[config.mk]
export PLATFORM = sky130hd
export DESIGN_NAME = alu_muldiv_seq
export DESIGN_NICKNAME = d
export VERILOG_FILES = /design/src/rtl/alu_muldiv_seq.sv
export SDC_FILE = /design/constraint.sdc
export NUM_CORES = 1
export LEC_CHECK = 0
export CORE_ASPECT_RATIO = 0.8
export CORE_MARGIN = 3
export CORE_UTILIZATION = 50
export DETAILED_ROUTE_END_ITERATION = 7
export PLACE_DENSITY = 0.78
export SYNTH_ARGS = -nofsm -noshare
export SYNTH_HDL_FRONTEND = slang
export SYNTH_SLANG_ARGS = --single-unit
[constraint.sdc]
create_clock -name clk_i -period 6.6 [get_ports clk_i]
set_clock_uncertainty 0.15 [all_clocks]
set_input_delay 0.66 -clock clk_i [delete_from_list [all_inputs] [get_ports clk_i]]
set_output_delay 0.66 -clock clk_i [all_outputs]
set_load 0.01 [all_outputs]
[src/rtl/alu_muldiv_seq.sv]
// Multi-cycle RV32M MUL/DIV/DIVU/REM/REMU sequencer.
// Borrows the core's shared execute ALU for one ADD or SUB per cycle instead of owning an adder.
module alu_muldiv_seq #(
    parameter int XLEN  = 32,
    parameter int CNT_W = 6
) (
    input  logic            clk_i,
    input  logic            rst_ni,
    input  logic            req_valid_i,
    output logic            req_ready_o,
    input  logic [2:0]      req_op_i,
    input  logic [XLEN-1:0] req_a_i,
    input  logic [XLEN-1:0] req_b_i,
    input  logic            flush_i,
    output logic            resp_valid_o,
    input  logic            resp_ready_i,
    output logic [XLEN-1:0] resp_data_o,
    output logic            resp_illegal_o,
    output logic            alu_busy_o,
    output logic [XLEN-1:0] alu_opr_a_o,
    output logic [XLEN-1:0] alu_opr_b_o,
    output logic [3:0]      alu_op_sel_o,
    input  logic [XLEN-1:0] alu_res_i
);
    localparam logic [3:0]      ALU_ADD = 4'b0000;
    localparam logic [3:0]      ALU_SUB = 4'b1000;
    localparam logic [XLEN-1:0] MIN_NEG = {1'b1, {(XLEN-1){1'b0}}};

    typedef enum logic [1:0] {
        IDLE,
        ITER,
        FIXUP,
        DONE
    } state_t;

    state_t state, state_next;

    logic             accept;
    logic             req_mul, req_illegal, req_rem, req_signed;
    logic             a_neg, b_neg, need_neg, special;
    logic [XLEN-1:0]  a_abs, b_abs, special_data;

    logic             is_mul, is_rem, neg, illegal_q;
    logic [CNT_W-1:0] cnt;
    logic [XLEN-1:0]  acc, mcand, mplier;
    logic [XLEN-1:0]  rem, dvd, divisor, quo;
    logic [XLEN-1:0]  result;

    logic [XLEN-1:0]  rs, iter_result;
    logic             take, last_iter;

    assign req_ready_o    = (state == IDLE);
    assign resp_valid_o   = (state == DONE);
    assign resp_data_o    = resp_valid_o ? result : '0;
    assign resp_illegal_o = resp_valid_o & illegal_q;
    assign accept         = req_valid_i & req_ready_o & ~flush_i;

    // Request decode: operand magnitudes, result sign and the cases that bypass iteration.
    always_comb begin
        req_mul      = (req_op_i == 3'b000);
        req_illegal  = ~req_op_i[2] & (req_op_i[1:0] != 2'b00);
        req_rem      = req_op_i[2] & req_op_i[1];
        req_signed   = req_op_i[2] & ~req_op_i[0];
        a_neg        = req_signed & req_a_i[XLEN-1];
        b_neg        = req_signed & req_b_i[XLEN-1];
        a_abs        = a_neg ? -req_a_i : req_a_i;
        b_abs        = b_neg ? -req_b_i : req_b_i;
        need_neg     = req_rem ? a_neg : (a_neg ^ b_neg);
        special      = 1'b0;
        special_data = '0;
        if (req_illegal) begin
            special = 1'b1;
        end else if (req_op_i[2] && (req_b_i == '0)) begin
            special      = 1'b1;
            special_data = req_rem ? req_a_i : '1;
        end else if (req_signed && (req_a_i == MIN_NEG) && (req_b_i == '1)) begin
            special      = 1'b1;
            special_data = req_rem ? '0 : MIN_NEG;
        end
    end

    // One restoring-division / shift-add step; rem[XLEN-1] marks a shifted remainder past XLEN bits.
    always_comb begin
        rs        = {rem[XLEN-2:0], dvd[XLEN-1]};
        take      = rem[XLEN-1] | (rs >= divisor);
        last_iter = (cnt == CNT_W'(XLEN-1));
        if (is_mul) begin
            iter_result = mplier[0] ? alu_res_i : acc;
        end else if (is_rem) begin
            iter_result = take ? alu_res_i : rs;
        end else begin
            iter_result = {quo[XLEN-2:0], take};
        end
    end

    always_comb begin
        alu_busy_o   = 1'b0;
        alu_opr_a_o  = '0;
        alu_opr_b_o  = '0;
        alu_op_sel_o = ALU_ADD;
        case (state)
            ITER: begin
                alu_busy_o = 1'b1;
                if (is_mul) begin
                    alu_opr_a_o = acc;
                    alu_opr_b_o = mcand;
                end else begin
                    alu_opr_a_o  = rs;
                    alu_opr_b_o  = divisor;
                    alu_op_sel_o = ALU_SUB;
                end
            end
            FIXUP: begin
                alu_busy_o   = 1'b1;
                alu_opr_b_o  = result;
                alu_op_sel_o = ALU_SUB;
            end
            default: ;
        endcase
    end

    always_ff @(posedge clk_i or negedge rst_ni) begin
        if (!rst_ni) begin
            state <= IDLE;
        end else begin
            state <= state_next;
        end
    end

    // Flush overrides every other transition, including the response handshake.
    always_comb begin
        state_next = state;
        case (state)
            IDLE:    if (accept) state_next = special ? DONE : ITER;
            ITER:    if (last_iter) state_next = neg ? FIXUP : DONE;
            FIXUP:   state_next = DONE;
            DONE:    if (resp_ready_i) state_next = IDLE;
            default: state_next = IDLE;
        endcase
        if (flush_i) state_next = IDLE;
    end

    always_ff @(posedge clk_i or negedge rst_ni) begin
        if (!rst_ni) begin
            is_mul    <= 1'b0;
            is_rem    <= 1'b0;
            neg       <= 1'b0;
            illegal_q <= 1'b0;
            cnt       <= '0;
            acc       <= '0;
            mcand     <= '0;
            mplier    <= '0;
            rem       <= '0;
            dvd       <= '0;
            divisor   <= '0;
            quo       <= '0;
            result    <= '0;
        end else if (accept) begin
            is_mul    <= req_mul;
            is_rem    <= req_rem;
            neg       <= need_neg & ~special;
            illegal_q <= req_illegal;
            cnt       <= '0;
            acc       <= '0;
            mcand     <= req_a_i;
            mplier    <= req_b_i;
            rem       <= '0;
            dvd       <= a_abs;
            divisor   <= b_abs;
            quo       <= '0;
            result    <= special_data;
        end else if (state == ITER) begin
            cnt <= cnt + CNT_W'(1);
            if (is_mul) begin
                if (mplier[0]) acc <= alu_res_i;
                mcand  <= mcand << 1;
                mplier <= mplier >> 1;
            end else begin
                rem <= take ? alu_res_i : rs;
                quo <= {quo[XLEN-2:0], take};
                dvd <= dvd << 1;
            end
            if (last_iter) result <= iter_result;
        end else if (state == FIXUP) begin
            result <= alu_res_i;
        end
    end
endmodule

==> reports/results.txt <==
slowest CP cell = ha_2
Clock power frac = 19.5%
post-cts repair resize count = 0
first-pass GRT wire length = 88600 µm
routed len/inst = 23.0 µm
design area = 19600 µm²
Hold-fix buffers, CTS = 0
Routed Antenna Nets = 0
nets@finish = 2203
Setup crit start kind = flip-flop
post-synthesis async set-or-reset flop share = 100%
top_reg_cell synth = dfrtp_1
worst slack, placed = 2.27 ns
Leak Pwr = 0.00829 µW
CTS Buf Count = 28
Die X = 209 µm
Sink Count = 267
Max VDD drop = 312 µV
DR DRC count = 0
status = finished clean
clk root buf = clkbuf_16
Tcrit/Tclk final = 67.4%
Avg Synthesized Cell Area = 8.42 µm²
dpl cell area = 18700 µm²
Psw = 3640 µW
Rel. slew slack = 14.0%
Setup Viol. Count Final = 0
H-tree levels = 1
vias in the first global route = 15300
Post-Syn Instances = 1950
Total Neg Setup Slack = 0 ns
Overflow after GRT = 0
clock transition at the registers of the reported paths = 0.06 ns
commonest cells in the netlist = nand2_1 (345), dfrtp_1 (267), o21ai_0 (217)
Vias = 15900
Max Fanout on Critical Path = 54
register bit count reported by yosys = 267
Hold Fails Final Rpt = 0
Comb pwr share = 45.4%
Largest stage delay, worst path = 1.00 ns
Critical Path, Cell by Cell = inv_1 > ha_2 > nor2b_4 > o21a_1 > clkdlybuf4s50_1
Top Ports = 208
DIE AREA = 35100 µm²
synthesized area = 16400 µm²
initial antenna violation count = 0
RSZ-0062 raised after global routing = no
fin crit period = 4.45 ns
Arr. time, crit path = 3.64 ns
1st-pass router iterations = 8
row count = 58
max frequency = 225 MHz
CP startpoint = state[1]
most common cell in the netlist = nand2_1
GRT Total Usage = 31.7%
worst setup margin = 2.15 ns
Yosys cell types = 71
postcts setup bufs = 0
CTS tree = yes
largest net degree at the start of global routing = 222
drt total wl = 57500 µm
Yosys top cell area share = 40.7%
Worst R2R Start = state[1]
critical path class = reg -> out
RD Place Congestion = 0.970
Area contributors post-synth = dfrtp_1 (41%), nand2_1 (7.9%), mux2i_1 (7.8%)
Vias/cell = 6.34
worst hold slack = 0.0870 ns
Yosys top cell by area = dfrtp_1
clk_lat worst skew = 0.55 ns
Worst Path Required = 5.79 ns
fin. max-slew vios = 0
layout cells sized above 1 = 4.95%
YS warnings = 0
Crit. End Element = output port
die span in y = 168 µm
Layout area overhead = 19.3%
Pint = 4810 µW
core footprint = 31900 µm²
drt first-iter violations = 2018
Seq/Total Area, Yosys = 40.7%
switching fraction of total power = 43.1%
Hold Crit Class = in -> async
PortBufs = 204
Worst-Margin Slew = 1.29 ns
Worst R2R Path Depth = 7
number of enable flip-flop cells after synthesis = 0
Initial Util = 51.4%
hpwl dp = 40000 µm
pwr/cell area = 431 nW/µm²
clock tree buffer depth = 3
Max-cap violations = 0
Reg power frac = 35.1%
[power groups by stage]
| stage | clock network [µW] | registers (µW) | logic [µW] |
|---|---|---|---|
| 2_1_floorplan | 0 | 2650 | 2630 |
| 3_5_place_dp | 0 | 2960 | 3740 |
| 4_1_cts | 1650 | 2940 | 3780 |
| 5_1_grt | 1720 | 3020 | 4210 |
| 3_3_place_gp | 0 | 2930 | 3630 |
| 6_report | 1650 | 2970 | 3840 |
[registers in the layout, summed over array words and instances, names as in the netlist]
| register | count |
|---|---|
| rem | 32 |
| is_rem | 1 |
| cnt | 6 |
| neg | 1 |
| illegal_q | 1 |
| acc | 32 |
| state | 2 |
| quo | 31 |
| mcand | 32 |
| is_mul | 1 |
| divisor | 32 |
| dvd | 32 |
| result | 32 |
| mplier | 32 |
[cells in the final DEF, fill, tap and decap left out, types with 29 or more instances in the layout]
| cell type | n |
|---|---|
| clkdlybuf4s50_1 | 203 |
| dfrtp_1 | 266 |
| inv_1 | 47 |
| nand2_1 | 344 |
| a21oi_1 | 183 |
| and2_1 | 37 |
| clkbuf_16 | 29 |
| a22oi_1 | 49 |
| o21ai_0 | 217 |
| nor2b_1 | 73 |
| nor2_1 | 74 |
| xnor2_1 | 35 |
| mux2i_1 | 128 |
| ha_1 | 40 |
[cell type report]
cell class,count,area [µm²]
Multi-Input combinational cell,1487,9020
Inverter,47,176
Fill cell,2753,12300
Timing Repair Buffer,227,2240
Clock buffer,44,832
Clock inverter,7,113
Antenna cell,2,5.00
Sequential cell,267,6690
Tap cell,420,526
[critical path, delay by kind of cell, from the launching register on]
kind                     cells  cell delay [ns]
adder cells (fa/ha/maj)      1             1.00
AND/OR/NAND/NOR              1             0.74
buffers and inverters        2             0.67
flip-flops                   1             0.43
AO/OA/AOI/OAI                1             0.19
[routing by layer]
layer,global-route usage (%),share of wire (%)
met1,43.2,40
met2,49.1,44
met3,7.81,12
met4,11.8,4.9
met5,1.93,0.15
[path summary, 6_finish.rpt]
path                                   endpoint  slack, ns
worst max-delay path            alu_op_sel_o[3]       2.15
worst min-delay path                  mplier[7]       0.09
worst max register to register        result[2]       2.43
worst min register to register       divisor[9]       0.33
max in group asynchronous               acc[27]       4.85
min in group clk_i                   divisor[9]       0.33
[cells by family after synthesis]
family | count (synthesis) | share of synthesized area (%)
xor gates and xnor gates | 62 | 3.31
DFF | 267 | 40.7
adders and majority gates | 41 | 3.12
buffers and inverters | 198 | 4.81
AOI/OAI and AO/OA | 593 | 21.1
muxes | 130 | 7.94
and+or+nand+nor | 658 | 19.0
other | 1 | 0.0228
[metrics by stage]
stage               util [%]  power, µW  cells
floorplan                  -       5280   1952
global placement        58.4       6560   2448
detailed placement      58.4       6700   2448
CTS                     61.4       8360   2499
global route            61.4       8960   2499
finish                  61.4       8450   2501
Power figures use the tool's default switching activity.
==> RTL edit 1, RTL diff (same settings) <==
Set the parameter `CNT_W` to 12 (it was 6).
--- a/src/rtl/alu_muldiv_seq.sv
+++ b/src/rtl/alu_muldiv_seq.sv
@@ -2,7 +2,7 @@
 // Borrows the core's shared execute ALU for one ADD or SUB per cycle instead of owning an adder.
 module alu_muldiv_seq #(
     parameter int XLEN  = 32,
-    parameter int CNT_W = 6
+    parameter int CNT_W = 12
 ) (
     input  logic            clk_i,
     input  logic            rst_ni,
Check against the original RTL: no difference found for any inputs over 4 cycles, from zero or initial values and one cycle with rst_ni low; that may be too few to reach the edited logic, so the function may still have changed.
==> RTL edit 1 against the unedited design <==
- wire length shrank 4.0%
- global-route usage is 1.1 points lower
- total power is 0.52% lower
- hold slack got worse by 0.082 ns
- critical path depth did not move
- sequential cell count grew 6
- area after synthesis is 0.46% lower
- cell area down 0.36%
- count of clock-buffer cells in the layout shrank 5
- worst setup slack better by 0.20 ns
- via count down 2.5%
==> RTL edit 1: results <==
metrics = {
    "finish": {
        "finalNetCount": 2202,
        "diodes": 0,
        "fin_cells": 2500,
        "drive_gt1_frac": 0.0452,
    },
    "synth": {
        "synthAdderAreaFrac": 0.0314,
        "synth.distinct_cells": 64,
        "synth-seq-area-share": 0.418,
        "syn_inst": 1941,
        "ys_top_cells_by_count": "423 x nand2_1, 273 x dfrtp_1, 204 x o21ai_0",
        "synth_compound_area_frac": 0.177,
        "synthXorXnorAreaFrac": 0.0375,
        "muxShareOfSynthArea": 0.0980,
    },
    "critical_path": {
        "max_stage_delay_ns": 1.03,
        "crit_path_max_fanout": 47,
        "crit_family": "buffers and inverters",
        "crit_slowest_cell": "dfrtp_4",
        "worstPathArrival_ns": 3.43,
    },
    "route": {
        "drtIter0Drc": 1763,
        "wl_met1_um": 23200,
        "via_per_inst": 6.19,
        "wl_met2_um": 24200,
        "wl_per_cell_um": 22.1,
        "dr_wl_met3_um": 5690,
        "dr.pass1.iters": 7,
    },
    "grt": {
        "grt_pass1_vias": 14663,
        "antenna_found_initial": 1,
        "grt_pass1_wl_um": 85500,
        "track_usage": 0.306,
        "grt_max_degree": 170,
    },
    "placed_design": {
        "place_area_mm2": 0.0186,
        "dp.cells": 2446,
        "gp_congestion": 0.938,
        "place_ws_ns": 2.74,
    },
    "cts": {
        "clock_latency_ns": 0.57,
        "cts_made_buffers": 29,
    },
    "timing": {
        "relSlewSlack": 0.214,
    },
    "pwr": {
        "leakagePower_uw": 0.00852,
    },
    "outcome": {
        "status": "complete, no violations",
    },
}
RTL edit 1: through the flow:
step                      hold WS, ns  utilization  power, uW
after floorplan                 0.214            -       5220
after global placement          0.323        0.583       6510
after detailed placement        0.328        0.583       6650
after CTS                      0.0479        0.613       8330
after global routing           0.0885        0.613       8900
final                         0.00497        0.613       8410
RTL edit 1: final timing paths:
path                           start              to  slack, ns  cells past startpoint
setup / recovery              is_mul  alu_opr_b_o[3]       2.36                      5
hold / removal                rst_ni      result[19]      0.005                      1
setup reg to reg            state[1]       result[6]       2.64                      9
hold reg to reg            illegal_q       illegal_q       0.33                      2
max in group asynchronous     rst_ni          is_mul       4.82                      2
min in group clk_i         illegal_q       illegal_q       0.33                      2
RTL edit 1: logic make-up (layout without fill, tap and decap cells):
| family | Yosys count | after routing |
|---|---|---|
| AOI/OAI and AO/OA | 504 | 504 |
| xor gates and xnor gates | 70 | 70 |
| adders and majority gates | 41 | 41 |
| buffers and inverters | 190 | 327 |
| DFF | 273 | 273 |
| muxes | 160 | 160 |
| other | 1 | 3 |
| and+or+nand+nor | 702 | 702 |
RTL edit 1: final cells by class:
type                            instances  area [um2]
Inverter                               49         184
Clock buffer                           39         823
Clock inverter                         15         133
Timing Repair Buffer                  224        2210
Fill cell                            2702       12300
Sequential cell                       273        6840
Multi-Input combinational cell       1480        8820
Tap cell                              420         526
RTL edit 1: per-layer routing:
metal,vias up,global-route usage
li1,6962,-
met1,7449,0.442
met2,911,0.468
met3,141,0.0558
met4,2,0.0987
met5,-,0
RTL edit 1: power by group:
group | leakage [uW] | internal, uW | switching, uW
Clock | 0.000486 | 952 | 710
Combinational | 0.00455 | 1470 | 2260
Sequential | 0.00348 | 2320 | 694
Total | 0.00852 | 4750 | 3660
==> RTL edit 2, RTL diff (same flow settings) <==
Made on the original files. Re-encode `state_t` (4 states) as one-hot, 4 bits wide.
--- a/src/rtl/alu_muldiv_seq.sv
+++ b/src/rtl/alu_muldiv_seq.sv
@@ -26,11 +26,11 @@
     localparam logic [3:0]      ALU_SUB = 4'b1000;
     localparam logic [XLEN-1:0] MIN_NEG = {1'b1, {(XLEN-1){1'b0}}};
 
-    typedef enum logic [1:0] {
-        IDLE,
-        ITER,
-        FIXUP,
-        DONE
+    typedef enum logic [3:0] {
+        IDLE  = 4'b0001,
+        ITER  = 4'b0010,
+        FIXUP = 4'b0100,
+        DONE  = 4'b1000
     } state_t;
 
     state_t state, state_next;
Check against the original RTL: no difference found for any inputs over 4 cycles, from zero or initial values and one cycle with rst_ni low; so few cycles prove little.
==> RTL edit 2 against the unedited design <==
- worst setup slack gained 0.34 ns
- wire length shrank 6.1%
- cell area shrank 1.5%
- sequential share of layout area grew 0.81 points
- sequential cell count grew 2
- area after synthesis shrank 1.9%
- critical endpoint unchanged
Power is not compared: it rests on default switching activity, and its combinational part moved more than twofold at a synthesized area within 25%.
==> RTL edit 2: results <==
metrics = {
    "outcome": {
        "status": "complete, no violations",
    },
    "finish": {
        "nMultiInputCombCells": 1403,
        "n_clock_buffer": 41,
        "final_area_mm2": 0.0193,
        "clk_share": 0.0482,
        "finalNetCount": 2111,
        "buffer_area_frac": 0.116,
        "drive_gt1_frac": 0.0628,
        "num-nonclk-inverters": 42,
        "diodes": 0,
        "final.fill_count": 2609,
        "multi_input_area_mm2": 0.00872,
        "seq_area_frac": 0.349,
    },
    "cts": {
        "cts_root_buf": "clkbuf_16",
        "htreeDepth": 1,
        "path_clk_slew_ns": 0.06,
        "ctsResizeCount": 0,
        "clock_latency_ns": 0.54,
        "cts.sinks": 269,
    },
    "synth": {
        "synth-seq-area-share": 0.418,
        "synth.avg_cell_area_um2": 8.69,
        "ys_top_cells_by_count": "278 x nand2_1, 268 x dfrtp_1, 255 x nor2_1",
        "synthXorXnorAreaFrac": 0.0304,
        "muxShareOfSynthArea": 0.0814,
        "synth_area_leaders": "dfrtp_1 42%, mux2i_1 8.1%, nand2_1 6.5%, nor2_1 5.9%, o21ai_0 4.6%",
        "synth_compound_area_frac": 0.204,
        "synthAdderAreaFrac": 0.0279,
        "yosysWarningCount": 0,
        "synth.distinct_cells": 65,
    },
    "placed_design": {
        "place_area_mm2": 0.0184,
        "place.port_buffers": 204,
        "place_hpwl_um": 36600,
        "gp_congestion": 0.945,
    },
    "route": {
        "wl_per_cell_um": 22.4,
        "wl_met1_um": 22200,
        "wl_met2_um": 23900,
        "dr_wl_met3_um": 5540,
        "drtIter0Drc": 1775,
        "top_layer_used": "met4",
        "totalWireLength_um": 54000,
        "dr.pass1.iters": 5,
        "vias": 15249,
    },
    "hold_path": {
        "hp-class": "input pin to async pin",
    },
    "critical_path": {
        "max_stage_delay_ns": 1.04,
        "crit_slowest_cell": "nor4b_4",
        "crit_path_max_fanout": 22,
        "crit_family": "simple AND/OR/NAND/NOR gates",
        "worstPathArrival_ns": 3.30,
    },
    "grt": {
        "grt_max_degree": 226,
        "antenna_found_initial": 0,
        "track_usage": 0.306,
        "grt_pass1_wl_um": 84000,
        "use_met1": 0.438,
        "use_met3": 0.0526,
        "met2_usage": 0.462,
    },
    "timing": {
        "relSlewSlack": 0.198,
    },
    "floorplanning": {
        "nWellTaps": 420,
    },
    "pwr": {
        "leakagePower_uw": 0.00797,
    },
}
-- RTL edit 2: worst register-to-register path: cells and delay by family, from the launching register on --
| family | cells | cell delay [ns] |
|---|---|---|
| compound gates | 2 | 0.40 |
| buf+inv | 2 | 0.79 |
| flops | 1 | 0.46 |
| simple gates | 4 | 2.20 |
-- RTL edit 2: through the flow --
stage	worst slack [ns]	hold WS [ns]
after floorplan	3.80	0.214
after global placement	2.64	0.310
after detailed placement	2.56	0.324
after CTS	2.50	0.0712
after global routing	2.26	0.107
final	2.49	0.0107
-- RTL edit 2: final timing paths --
path	from	end	slack, ns	cells after the start
max	state[3]	alu_op_sel_o[3]	2.49	5
min	rst_ni	acc[28]	0.01	1
max reg2reg	state[3]	result[4]	2.50	8
min reg2reg	illegal_q	illegal_q	0.33	2
max in group asynchronous	rst_ni	is_mul	4.60	2
min in group clk_i	illegal_q	illegal_q	0.33	2
